**src/rtl/shared_reg_arbiter.sv**
```systemverilog
// Round-robin write arbiter for one shared WIDTH-bit register (Q/Q_bar pair).
// Grants one requester at a time, loads its data, acks each write, supports bounded locked bursts.
module shared_reg_arbiter #(
    parameter int N_REQ    = 4,
    parameter int WIDTH    = 8,
    parameter int MAX_HOLD = 4
) (
    input  logic                   clk,
    input  logic                   rst,
    input  logic [N_REQ-1:0]       req,
    input  logic [N_REQ-1:0]       lock,
    input  logic [N_REQ*WIDTH-1:0] wdata,
    output logic [N_REQ-1:0]       gnt,
    output logic [WIDTH-1:0]       Q,
    output logic [WIDTH-1:0]       Q_bar,
    output logic                   wr_ack,
    output logic                   busy,
    output logic                   state_o
);

    localparam int IDXW = $clog2(N_REQ);
    localparam int HW   = $clog2(MAX_HOLD + 1);

    typedef enum logic {IDLE = 1'b0, GRANT = 1'b1} state_t;

    state_t            state_q, state_d;
    logic [N_REQ-1:0]  gnt_q, gnt_d;
    logic [IDXW-1:0]   g_q, g_d;
    logic [IDXW-1:0]   last_q, last_d;
    logic [HW-1:0]     hold_q, hold_d;
    logic [WIDTH-1:0]  q_q, q_d;
    logic              ack_q, ack_d;

    logic [IDXW-1:0]   pick_from;
    logic [IDXW-1:0]   sel;
    logic              rel;

    // First requester after 'from_idx' with wrap; 'from_idx' itself is searched last.
    function automatic logic [IDXW-1:0] rr_pick(input logic [N_REQ-1:0] r,
                                                input logic [IDXW-1:0] from_idx);
        logic [IDXW-1:0] pick;
        logic            found;
        int              idx;
        pick  = from_idx;
        found = 1'b0;
        for (int i = 1; i <= N_REQ; i++) begin
            idx = (int'(from_idx) + i) % N_REQ;
            if (!found && r[idx]) begin
                pick  = IDXW'(idx);
                found = 1'b1;
            end
        end
        return pick;
    endfunction

    assign pick_from = (state_q == GRANT) ? g_q : last_q;
    assign sel       = rr_pick(req, pick_from);

    always_comb begin
        state_d = state_q;
        gnt_d   = gnt_q;
        g_d     = g_q;
        last_d  = last_q;
        hold_d  = hold_q;
        q_d     = q_q;
        ack_d   = 1'b0;
        rel     = 1'b0;
        case (state_q)
            IDLE: begin
                if (|req) begin
                    gnt_d   = N_REQ'(1) << sel;
                    g_d     = sel;
                    hold_d  = '0;
                    state_d = GRANT;
                end
            end
            GRANT: begin
                if (req[g_q]) begin
                    q_d    = wdata[g_q*WIDTH +: WIDTH];
                    ack_d  = 1'b1;
                    hold_d = hold_q + HW'(1);
                end
                rel = !req[g_q] || !lock[g_q] || ((int'(hold_q) + 1) == MAX_HOLD);
                if (rel) begin
                    last_d = g_q;
                    hold_d = '0;
                    // Hand over directly to avoid an idle bubble between grants.
                    if (|req) begin
                        gnt_d = N_REQ'(1) << sel;
                        g_d   = sel;
                    end else begin
                        gnt_d   = '0;
                        state_d = IDLE;
                    end
                end
            end
            default: state_d = IDLE;
        endcase
    end

    always_ff @(posedge clk) begin
        if (rst) begin
            state_q <= IDLE;
            gnt_q   <= '0;
            g_q     <= '0;
            last_q  <= IDXW'(N_REQ - 1);
            hold_q  <= '0;
            q_q     <= '0;
            ack_q   <= 1'b0;
        end else begin
            state_q <= state_d;
            gnt_q   <= gnt_d;
            g_q     <= g_d;
            last_q  <= last_d;
            hold_q  <= hold_d;
            q_q     <= q_d;
            ack_q   <= ack_d;
        end
    end

    assign gnt     = gnt_q;
    assign Q       = q_q;
    assign Q_bar   = ~q_q;
    assign wr_ack  = ack_q;
    assign busy    = (state_q == GRANT);
    assign state_o = state_q;

endmodule

```
**config.mk**
```make
export PLATFORM = sky130hd
export DESIGN_NAME = shared_reg_arbiter
export DESIGN_NICKNAME = d
export VERILOG_FILES = /design/src/rtl/shared_reg_arbiter.sv
export SDC_FILE = /design/constraint.sdc
export NUM_CORES = 1
export LEC_CHECK = 0
export CAP_MARGIN = 15
export CORE_AREA = 2 2 58 60
export DETAILED_ROUTE_END_ITERATION = 16
export DIE_AREA = 0 0 60 62
export GPL_TIMING_DRIVEN = 1
export HOLD_SLACK_MARGIN = 0.03
export PLACE_DENSITY_LB_ADDON = 0.3
export SYNTH_ARGS = -nofsm -noshare
export SYNTH_HDL_FRONTEND = slang
export SYNTH_SLANG_ARGS = --single-unit
```
**constraint.sdc**
```tcl
create_clock -name clk -period 4.2 [get_ports clk]
set_clock_uncertainty 0.05 [all_clocks]
set_input_delay 0.84 -clock clk [delete_from_list [all_inputs] [get_ports clk]]
set_output_delay 0.84 -clock clk [all_outputs]
set_load 0.005 [all_outputs]
```
==> qor.csv, run 1 <==
stage;metric;value;unit
cells_and_area;stdcell_area;0.00192;mm²
clock_network;clk_latency;0.30;ns
pwr;vdd_drop_max;206;µV
critical_path;r2r-end;gnt[3];
global_route;antenna_found_initial;0;
pwr;p_sw;180;µW
routing;drt_wl_total;2970;µm
timing;tightest_slew;0.865;ns
pwr;powerDensity;315;mW/mm²
synth;ys_types;33;
critical_path;path_class;in2reg;
synth;postSynth.asyncResetShare;0;%
clock_network;cts.clk_slew.worst_paths;0.12;ns
synth;synth_top_area_share;34.3;%
cells_and_area;areaGrowthSynthToFinish;56.8;%
routing;routedWlPerCell;13.1;µm
placement;io_buffers;64;
run_status;status;complete, no violations;
worst_hold_path;hold_path_class;reg2reg;
timing;period_needed;2.67;ns
global_route;grt_max_degree;24;
pwr;power.share.switching;29.8;%
timing;timing.setup.tns;0;ns
timing;clock.fmax;0.375;GHz
timing;drv_slew;0;
clock_network;cts_resized;0;
pwr;p_int;424;µW
synth;ys_seq_elements;21;
critical_path;cp-startpoint;req[1];
cells_and_area;drive_gt1_share;10.6;%
timing;final-hold-violation-count;0;
synth;synthCells;118;
floorplan;die_w;60;µm
routing;dr_total_vias;1130;
synth;synth.most_common_cell;dfxtp_1;
pwr;power;604;µW
critical_path;arrival;2.88;ns
floorplan;die_h;62;µm
critical_path;r2r_start;g_q[0];
synth;synth.area.top_cells;dfxtp_1 34%, mux4_2 18%, mux2i_1 11%;
floorplan;die_area;0.00372;mm²
cells_and_area;multiInputGateArea;731;µm²
critical_path;crit_fanout;10;
flow_run;drv_cap;0;
clock_network;htree_levels;1;
cells_and_area;seqCellArea;420;µm²
synth;synth_area;0.00122;mm²
synth;synth_area_per_cell;10.4;µm²
synth;yosysTopAreaCell;dfxtp_1;
global_route;grt_use_total;16.7;%
clock_network;holdBufCountCts;0;
synth;ys_warn_count;0;
clock_network;clock-sinks;21;
global_route;globalRouteOverflowTotal;0;
routing;drt_iter0_markers;25;
timing;period_share;63.5;%
placement;placed_cell_area;0.00189;mm²
synth;synth_seq_area_share;34.3;%
timing;finalSetupViolations;0;
floorplan;coreArea;0.00318;mm²
floorplan;pin_count;65;
routing;drc;0;
routing;drtPass1Iterations;4;
global_route;grt_pass1_wl;4690;µm
synth;synth_nets;162;
timing;rsz0062_at_grt;false;
global_route;grt_pass1_vias;1067;
critical_path;startpoint_type;input pin;
synth;ys.flop_type;dfxtp_1;
cells_and_area;final_net_count;225;
critical_path;reg2reg_setup_slack;1.61;ns
critical_path;endpoint;gnt[3];
pwr;p_clk_share;15.9;%
cells_and_area;antenna_cells;0;
cells_and_area;num-fill-cells;258;
clock_network;cts_tree;yes;
critical_path;worst_setup_path_end_kind;flop;
pwr;power_leakage;0.000752;µW
clock_network;cts_setup_buffers;0;
clock_network;cts.path.max_buffers;2;
timing;slew_headroom;41.8;%
floorplan;initial_utilization;38.5;%
placement;dp_hpwl;2430;µm
pwr;p_seq_share;43.5;%
synth;synth_commonest_cells;21 x dfxtp_1, 17 x nor2_1, 13 x mux2i_1;
routing;vias_per_cell;5.00;
synth;synth-edff-count;0;
clock_network;numCtsBuffers;3;
clock_network;clockRootBuffer;clkbuf_4;
placement;place_congestion;0.690;
pwr;power_frac_comb;40.6;%
critical_path;reg2reg_depth;5;
routing;ant_nets;0;
floorplan;row_count;21;
critical_path;required;4.41;ns
==> per-layer routing <==
layer / global-route usage, % / wire length, µm
met3: 3.31 / 91
met2: 31.4 / 1710
met1: 19.7 / 1150
met4: 3.81 / 26
met5: 0 / 0
==> cells in the final DEF (no fill, tap or decap), drive strengths merged, types with 2 or more instances in the layout <==
cell type       n
nand2           5
dfxtp          21
a211oi          2
nor2b           4
inv            12
o21ai           4
a32o            2
a21oi           4
clkdlybuf4s50  64
mux4           10
ha              2
mux2i          13
clkbuf          4
nor2           17
==> critical path: stages <==
cell	delay, ns
clkdlybuf4s50_1	0.50
mux4_2	0.56
nand2_8	0.16
a211oi_4	0.07
or4_4	0.54
a2bb2o_4	0.20
==> through the flow <==
stage          worst slack, ns  cells  util, %  hold slack [ns]
2_1_floorplan             1.79    118        -            0.395
3_3_place_gp              1.25    222     59.6            0.406
3_5_place_dp              1.21    222     59.6            0.412
4_1_cts                   1.53    226     60.4            0.431
5_1_grt                   1.40    226     60.4            0.457
6_report                  1.53    226     60.4            0.432
==> state kept, by name, indices dropped and copies added (netlist names) <==
name	cells
Q	8
gnt	4
hold_q	3
g_q	2
last_q	2
busy	1
wr_ack	1
==> cells by family (layout without fill, tap and decap cells) <==
logic type      after synthesis  count (layout)  share of synthesized area [%]
compound gates               21              21                           14.2
simple gates                 32              32                           13.5
buf+inv                      18              80                           6.03
fa+ha+maj                     2               2                           2.04
mux                          24              24                           29.9
flops                        21              21                           34.3
==> final cells by class <==
class / count / share of cell area (%)
clock buffers: 4 / 1.37
inverters: 12 / 2.35
multi-input cells: 79 / 38.0
flip-flops and latches: 21 / 21.9
well taps: 46 / 3.00
repair buffers: 64 / 33.4
==> worst min-delay path by stage <==
stage,start,to,slack (ns),cells past startpoint
after floorplan,hold_q[2],hold_q[2],0.40,2
after global placement,gnt[0],gnt[0],0.41,1
after detailed placement,hold_q[2],hold_q[2],0.41,2
after CTS,hold_q[2],hold_q[2],0.43,2
after global routing,hold_q[2],hold_q[2],0.46,2
final,hold_q[2],hold_q[2],0.43,2
==> power groups by stage <==
stage          Combinational [µW]  Sequential, µW  Clock, µW
2_1_floorplan                 150             247          0
6_report                      245             263       96.1
3_5_place_dp                  246             268          0
5_1_grt                       267             268        106
3_3_place_gp                  242             267          0
4_1_cts                       247             264       99.3
(Power assumes the default switching activity.)
==> inputs of run 2 (changes only) <==
--- a/config.mk
+++ b/config.mk
@@ -6,9 +6,9 @@
 export NUM_CORES = 1
 export LEC_CHECK = 0
 export CAP_MARGIN = 15
-export CORE_AREA = 2 2 58 60
+export CORE_AREA = 2 2 60 62
 export DETAILED_ROUTE_END_ITERATION = 16
-export DIE_AREA = 0 0 60 62
+export DIE_AREA = 0 0 62 64
 export GPL_TIMING_DRIVEN = 1
 export HOLD_SLACK_MARGIN = 0.03
 export PLACE_DENSITY_LB_ADDON = 0.3
==> constraint.sdc (replaced) <==
create_clock -name clk -period 2.75 [get_ports clk]
set_clock_uncertainty 0.05 [all_clocks]
set_input_delay 0.55 -clock clk [delete_from_list [all_inputs] [get_ports clk]]
set_output_delay 0.55 -clock clk [all_outputs]
set_load 0.005 [all_outputs]
==> run 2 against run 1 <==
Effect of this change:
- power is 59% higher
- sequential power is 42% higher
- die area is 6.7% higher
- combinational power is 74% higher
- first-iteration DRC count is 72% higher
- flip-flop and latch count stayed put
- sequential share of layout area is 0.50 points lower
- core utilization is 0.56 points lower
- cell area is 2.3% higher
- count of clock-buffer cells in the layout stayed put
- setup slack worse by 1.1 ns
- worst hold slack better by 0.0070 ns
==> qor.csv, run 2 (synthesized netlist as in run 1, its figures left out) <==
stage;metric;value;unit
clock_network;cts.path.max_buffers;2;
global_route;grt_pass1_vias;1257;
critical_path;reg2reg_setup_slack;0.61;ns
cells_and_area;final_cell_mix;64 x clkdlybuf4s50_1, 21 x dfxtp_1, 17 x nor2_1, 13 x mux2i_1, 12 x inv_1;
cells_and_area;areaGrowthSynthToFinish;60.5;%
placement;place_congestion;0.704;
worst_hold_path;hold_path_class;reg2reg;
floorplan;initial_utilization;37.3;%
clock_network;cts_tree;yes;
routing;drtPass1Iterations;4;
global_route;grt-busiest-layer;met2;
pwr;p_sw;299;µW
global_route;grt_max_degree;23;
floorplan;coreArea;0.00328;mm²
floorplan;die_area;0.00397;mm²
timing;slew_headroom;64.4;%
global_route;globalRouteOverflowTotal;0;
pwr;p_seq_share;39.0;%
placement;io_buffers;64;
global_route;grt_pass1_wl;5620;µm
clock_network;cts_setup_buffers;0;
global_route;use_met1;21.7;%
flow_run;drv_cap;0;
clock_network;clockRootBuffer;clkbuf_4;
clock_network;numCtsBuffers;3;
floorplan;die_w;62;µm
timing;period_needed;2.29;ns
critical_path;arrival;2.52;ns
pwr;power.share.switching;31.1;%
floorplan;row_count;21;
critical_path;r2r-end;gnt[3];
critical_path;reg2reg_depth;5;
global_route;grtUsageMet3;3.44;%
timing;drv_slew;0;
critical_path;worst_setup_path_end_kind;flop;
clock_network;holdBufCountCts;0;
routing;vias_per_cell;4.96;
routing;dr_total_vias;1150;
timing;final-hold-violation-count;0;
routing;drt_iter0_markers;43;
cells_and_area;seqCellArea;420;µm²
cells_and_area;largest_reg_flops;8;
pwr;p_clk_share;16.6;%
cells_and_area;num-fill-cells;297;
critical_path;slowest_stage;mux4_2;
timing;period_share;83.4;%
critical_path;cpPeakStageDelay;0.56;ns
clock_network;htree_levels;1;
timing;rsz0062_at_grt;false;
pwr;power_frac_comb;44.5;%
critical_path;crit_buf_inv;1;
routing;ant_nets;0;
pwr;power_leakage;0.000782;µW
global_route;grt_use_total;19.6;%
floorplan;pin_count;65;
timing;finalSetupViolations;0;
clock_network;cts_resized;0;
pwr;p_int;661;µW
run_status;status;complete, no violations;
worst_hold_path;min_from;gnt[1];
floorplan;die_h;64;µm
critical_path;required;2.98;ns
cells_and_area;antenna_cells;0;
cells_and_area;drive_gt1_share;13.4;%
cells_and_area;stdcell_area;0.00197;mm²
pwr;vdd_drop_max;208;µV
global_route;grtUsageMet2;33.9;%
routing;routedWlPerCell;14.8;µm
cells_and_area;mostFrequentLayoutCell;clkdlybuf4s50_1;
worst_hold_path;holdPathEnd;gnt[1];
pwr;powerDensity;488;mW/mm²
global_route;antenna_found_initial;0;
critical_path;crit_chain;clkdlybuf4s50_1, mux4_2, nand2_8, a211oi_4, or4_4, a2bb2o_4;
timing;tightest_slew;0.528;ns
worst_hold_path;hold_path_depth;1;
placement;dp_hpwl;2780;µm
routing;drt_wl_total;3440;µm
timing;clock.fmax;0.436;GHz
cells_and_area;final_net_count;231;
critical_path;r2r_start;busy;
cells_and_area;multiInputGateArea;731;µm²
critical_path;cp_top_family;simple AND/OR/NAND/NOR gates;
placement;placed_cell_area;0.00194;mm²
critical_path;crit_fanout;9;
clock_network;cts.clk_slew.worst_paths;0.12;ns
routing;drc;0;
critical_path;startpoint_type;input pin;
clock_network;clk_latency;0.32;ns
clock_network;clock-sinks;21;
timing;timing.setup.tns;0;ns
critical_path;path_class;in2reg;
[run 2: cell count changes in the layout (fill, tap and decap cells not counted)]
| cell | before | now |
|---|---|---|
| buf_4 | 0 | 6 |
[run 2: area by class of cell]
cell class                      instances  share of cell area, %
Clock buffer                            4                   1.34
Sequential cell                        21                   21.4
Tap cell                               46                   2.93
Timing Repair Buffer                   70                   34.9
Multi-Input combinational cell         79                   37.2
Inverter                               12                   2.29
[run 2: routing by layer]
layer,share of wire (%),vias up
met5,0,-
met4,3.3,0
met3,3.5,9
met2,55,33
met1,38,548
li1,-,560
[run 2: worst max path at each step]
stage	cells past startpoint	startpoint	to	slack, ns
2_1_floorplan	5	req[3]	gnt[3]	0.63
3_3_place_gp	6	req[3]	gnt[3]	0.17
3_5_place_dp	6	req[3]	gnt[3]	0.12
4_1_cts	6	req[3]	gnt[3]	0.46
5_1_grt	6	req[1]	gnt[3]	0.43
6_report	6	req[1]	gnt[3]	0.46
[run 2: power groups by stage]
stage | registers (µW) | clock network [µW] | logic, µW
6_report | 374 | 159 | 427
5_1_grt | 379 | 177 | 462
4_1_cts | 374 | 163 | 430
3_5_place_dp | 380 | 0 | 429
3_3_place_gp | 379 | 0 | 416
2_1_floorplan | 378 | 0 | 230
[run 2: worst reg2reg max path: stages, from the launching register on]
cell	delay, ns
dfxtp_1	0.37
mux2i_1	0.35
mux2_2	0.38
a211oi_1	0.47
or4_4	0.23
a2bb2o_4	0.20
[run 2: per-stage QoR]
stage                     hold slack [ns]  instances  setup slack, ns  total power [µW]  util (%)
after floorplan                     0.395        118            0.631               608         -
after global placement              0.407        228            0.166               795      59.0
after detailed placement            0.402        228            0.119               808      59.0
after CTS                           0.433        232            0.463               967      59.8
after global routing                0.459        232            0.426              1020      59.8
final                               0.439        232            0.457               959      59.8
